$ cat config.mk
export PLATFORM = sky130hd
export DESIGN_NAME = toggle_rx
export DESIGN_NICKNAME = d
export VERILOG_FILES = /design/src/rtl/toggle_rx.sv
export SDC_FILE = /design/constraint.sdc
export NUM_CORES = 1
export LEC_CHECK = 0
export CAP_MARGIN = 20
export CORE_MARGIN = 2
export CORE_UTILIZATION = 40
export CTS_CLUSTER_DIAMETER = 120
export DETAILED_ROUTE_END_ITERATION = 10
export HOLD_SLACK_MARGIN = 0.05
export SETUP_SLACK_MARGIN = 0.1
export SYNTH_ARGS = -nofsm -noshare
export SYNTH_HDL_FRONTEND = slang
export SYNTH_SLANG_ARGS = --single-unit
$ cat constraint.sdc
create_clock -name clk -period 2.4 [get_ports clk]
set_clock_uncertainty 0.05 [all_clocks]
set_input_delay 0.24 -clock clk [delete_from_list [all_inputs] [get_ports clk]]
set_output_delay 0.24 -clock clk [all_outputs]
set_load 0.1 [all_outputs]
$ cat src/rtl/toggle_rx.sv
`default_nettype none
// ============================================================================
// Module      : toggle_rx
// Description : Receiver for a toggle-encoded event line. It synchronizes the
//               line, detects level changes and queues them as pending events.
// Revision    : 1.0 - initial release
// ============================================================================
module toggle_rx #(
  parameter int SYNC_STAGES = 2,
  parameter int DEPTH       = 4,
  parameter int CNT_W       = 8
) (
  input  logic             clk,
  input  logic             rst,
  input  logic             t_in,
  input  logic             ack,
  input  logic             ovf_clr,
  output logic             ev_pulse,
  output logic             valid,
  output logic [3:0]       pending,
  output logic [CNT_W-1:0] count,
  output logic             overflow
);

  localparam int                 c_ARM_W    = $clog2(SYNC_STAGES + 2);
  localparam logic [c_ARM_W-1:0] c_ARM_LAST = c_ARM_W'(SYNC_STAGES);
  localparam logic [3:0]         c_DEPTH    = 4'(DEPTH);

  typedef enum logic [1:0] {
    ARM   = 2'd0,
    EMPTY = 2'd1,
    AVAIL = 2'd2,
    FULL  = 2'd3
  } state_t;

  logic [SYNC_STAGES-1:0] r_sync;
  logic                   r_ref;
  logic [c_ARM_W-1:0]     r_arm_cnt;
  state_t                 r_state;
  state_t                 w_state_nxt;
  logic [3:0]             r_pending;
  logic [3:0]             w_pend_nxt;
  logic [CNT_W-1:0]       r_count;
  logic                   r_ev_pulse;
  logic                   r_overflow;
  logic                   w_ovf_set;
  logic                   w_sync;
  logic                   w_ev;

  assign w_sync = r_sync[SYNC_STAGES-1];
  // Events are suppressed while arming so the reference can settle to t_in.
  assign w_ev   = (r_state != ARM) && (w_sync != r_ref);

  always_ff @(posedge clk or posedge rst) begin
    if (rst) begin
      r_sync <= '0;
      r_ref  <= 1'b0;
    end else begin
      r_sync <= {r_sync[SYNC_STAGES-2:0], t_in};
      r_ref  <= w_sync;
    end
  end

  always_ff @(posedge clk or posedge rst) begin
    if (rst) begin
      r_state   <= ARM;
      r_arm_cnt <= '0;
    end else begin
      r_state <= w_state_nxt;
      if (r_state == ARM) begin
        r_arm_cnt <= r_arm_cnt + c_ARM_W'(1);
      end
    end
  end

  always_comb begin
    w_state_nxt = r_state;
    w_pend_nxt  = r_pending;
    w_ovf_set   = 1'b0;
    case (r_state)
      ARM: begin
        if (r_arm_cnt == c_ARM_LAST) begin
          w_state_nxt = EMPTY;
        end
      end
      EMPTY: begin
        if (w_ev) begin
          w_pend_nxt  = 4'd1;
          w_state_nxt = (c_DEPTH == 4'd1) ? FULL : AVAIL;
        end
      end
      AVAIL: begin
        if (w_ev && !ack) begin
          w_pend_nxt = r_pending + 4'd1;
          if (w_pend_nxt == c_DEPTH) begin
            w_state_nxt = FULL;
          end
        end else if (!w_ev && ack) begin
          w_pend_nxt = r_pending - 4'd1;
          if (w_pend_nxt == 4'd0) begin
            w_state_nxt = EMPTY;
          end
        end
      end
      FULL: begin
        if (w_ev && !ack) begin
          w_ovf_set = 1'b1;
        end else if (!w_ev && ack) begin
          w_pend_nxt  = r_pending - 4'd1;
          w_state_nxt = (c_DEPTH == 4'd1) ? EMPTY : AVAIL;
        end
      end
      default: w_state_nxt = ARM;
    endcase
  end

  always_ff @(posedge clk or posedge rst) begin
    if (rst) begin
      r_pending  <= 4'd0;
      r_count    <= '0;
      r_ev_pulse <= 1'b0;
      r_overflow <= 1'b0;
    end else begin
      r_pending  <= w_pend_nxt;
      r_ev_pulse <= w_ev;
      if (w_ev) begin
        r_count <= r_count + CNT_W'(1);
      end
      // A new loss wins over a simultaneous clear.
      if (w_ovf_set) begin
        r_overflow <= 1'b1;
      end else if (ovf_clr) begin
        r_overflow <= 1'b0;
      end
    end
  end

  assign ev_pulse = r_ev_pulse;
  assign pending  = r_pending;
  assign valid    = (r_pending != 4'd0);
  assign count    = r_count;
  assign overflow = r_overflow;

endmodule
`default_nettype wire

==> summary.md <==
| Metric | Value |
|---|---|
| Commonest non-fill, non-tap cell in the layout | `dfrtp_1` |
| DPL Wire Length | `1890 um` |
| FP Rows | `20` |
| Fin crit share | `87.6%` |
| Final critical-path required period | `2.10 ns` |
| Die Span Y | `60.2 um` |
| TritonCTS clock tree | `done` |
| Nets@finish | `158` |
| Dominant synthesized flop cell | `dfrtp_1` |
| Hold-fix buffer count after cts | `0` |
| Starting Density | `41.7%` |
| Critical Path Sink Type | `register` |
| Count of final hold-check violations | `0` |
| Reg2Reg Depth | `7` |
| I/O pins | `20` |
| Die width | `60.2 um` |
| Post-synth EDFFs | `0` |
| R2r endpoint | `pending[3]$_DFFE_PP0P_` |
| PortBufs | `19` |
| CP peak stage delay | `0.44 ns` |
| Number of max-cap violations | `0` |
| Run status | `completed` |
| RR Startpoint | `r_sync[1]$_DFF_PP0_` |
| Syn nets | `136` |
| Flops & latches, synth | `21` |
| Synth cell types | `45` |
| Via count | `961` |
| Worst slew pin tran | `0.394 ns` |
| DIE AREA | `0.00362 mm2` |
| Ant. Diodes | `0` |
| Vias per cell | `5.11` |
| Share of cells above drive strength 1 | `24.3%` |
| Most frequent cells in the layout | `19 x dfrtp_1, 18 x buf_4, 9 x nand2_1` |
| DRT Pass-1 Iters | `4` |
| Final setup vio count | `0` |
| Worst EP arrival | `2.23 ns` |
| H-tree levels | `1` |
| Initial antenna violation count | `0` |
| Clock transition at the registers of the reported paths | `0.12 ns` |
| Non-filler cells, final | `188` |
| Syn Area/Cell | `10.3 um2` |
| Root Driver | `clkbuf_4` |
| Final Wtd Congestion | `0.826` |
| Min-Delay Path Class | `in -> async` |
| Clock latency on the worst-skew pair | `0.30 ns` |
| Crit Path Class | `reg -> reg` |
| DRC | `0` |
| Initial drt markers | `56` |
| Post-CTS sizing | `0` |
| Core region area | `0.00303 mm2` |
| CP Cell Sequence | `xnor2_2 -> nor2_4 -> ha_1 -> and2b_4 -> o32ai_2 -> a211oi_1 -> o211ai_1` |
| Num Clock Sinks | `21` |
| Fin Setup TNS | `0 ns` |
| Slew Viols, Final | `0` |
| GR Util All Layers | `15.4%` |
| Wire length per cell | `13.0 um` |
| Congestion Overflow GR | `0` |
| Slew HR | `73.7%` |
| Crit-path slowest cell | `dfrtp_1` |
| Startpoint type of the worst setup path | `register` |
| Final ANT Viol Nets | `0` |
| Final wirelength | `2450 um` |
| Final Util | `49.3%` |
| Synth Warn # | `0` |
| Crit-path max FO | `10` |
| CTS buffer count | `3` |
| Req. time, crit path | `2.53 ns` |
| Cell Area, Synth | `0.00126 mm2` |
| RSZ-0062 raised after global routing | `no` |
| Flop2flop setup slack | `0.30 ns` |
| Dpl cells | `184` |
| Async set-reset flop share out of synthesis | `100%` |
| Setup repair bufs after CTS | `0` |
| F_max | `476 MHz` |
| Largest net degree at the start of global routing | `16` |
| First-pass GRT wire length | `4100 um` |
| Syn Inst Count | `123` |
| Clock Path Buffers | `2` |
| Area grow syn2layout | `18.3%` |
| Vias in the first global route | `884` |
| Sequential area share after synthesis | `41.7%` |
[cell type report]
cell class / instances / area [um2]
Fill cell: 301 / 1540
Multi-Input combinational cell: 87 / 668
Sequential cell: 21 / 528
Timing Repair Buffer: 22 / 175
Tap cell: 44 / 55.1
Inverter: 10 / 37.5
Clock buffer: 3 / 22.5
Clock inverter: 1 / 5.00
[stage by stage]
step	instance area [um2]	hold slack (ns)	setup WS, ns
CTS	1490	0.154	0.277
detailed placement	1460	0.286	0.313
global route	1490	0.171	0.160
finish	1490	0.150	0.298
global placement	1460	0.292	0.390
floorplan	1260	0.166	0.189
[how the worst max path moves through the flow]
stage                           startpoint                endpoint  slack, ns  cells after the start
floorplan           pending[2]$_DFFE_PP0P_                   valid       0.19                      3
CTS                    r_sync[1]$_DFF_PP0_  pending[3]$_DFFE_PP0P_       0.28                      7
global placement           r_ref$_DFF_PP0_  pending[0]$_DFFE_PP0P_       0.39                      7
detailed placement     r_sync[1]$_DFF_PP0_  pending[3]$_DFFE_PP0P_       0.31                      7
global route           r_sync[1]$_DFF_PP0_  pending[3]$_DFFE_PP0P_       0.16                      7
finish                 r_sync[1]$_DFF_PP0_  pending[3]$_DFFE_PP0P_       0.30                      7
[critical path: cells and delay by family, from the launching register on]
kind                     cells  cell delay (ns)
AO/OA/AOI/OAI                3             0.44
XOR/XNOR                     1             0.20
adder cells (fa/ha/maj)      1             0.37
flip-flops                   1             0.44
AND/OR/NAND/NOR              2             0.47
[registers in the layout, summed over array words and instances (netlist names)]
name,cells
count,8
ev_pulse,1
overflow,1
pending,4
r_arm_cnt,2
r_ref,1
r_state,2
r_sync,2
[metal layers]
metal	track usage [%]	share of wire [%]	up-vias
met5	0	0	-
met4	8.25	1.3	0
met3	2.16	3.3	4
met2	22.2	47	20
met1	22.0	48	457
li1	-	-	480
[logic make-up (layout without fill, tap and decap cells)]
family / count (synthesis) / after routing / synth area share, %
AND/OR/NAND/NOR: 44 / 44 / 21.1
AO/OA/AOI/OAI: 22 / 22 / 13.9
flip-flops: 21 / 21 / 41.7
buffers and inverters: 15 / 36 / 5.36
XOR/XNOR: 11 / 11 / 8.23
adder cells (fa/ha/maj): 8 / 8 / 7.94
multiplexers: 2 / 2 / 1.79
[Yosys cell counts (2+ instances only)]
library cell	n	share of area, %
nor2_1	7	2.1
buf_2	3	1.2
xnor2_1	8	5.6
buf_4	2	1.2
inv_2	2	0.60
a21oi_1	4	1.6
nand3_1	5	2.0
ha_1	8	7.9
o21ai_1	3	1.2
nor2_4	2	1.8
dfrtp_1	21	42
nand4b_1	2	1.4
nand4_1	5	2.5
nand3b_1	2	1.2
nor3_1	2	0.79
inv_1	8	2.4
xor2_1	2	1.4
nand2_1	9	2.7
and4b_1	2	1.6
Power is left out: the tool's default activity adds up to more than one toggle a clock period on the data nets, which glitch-free logic cannot reach.
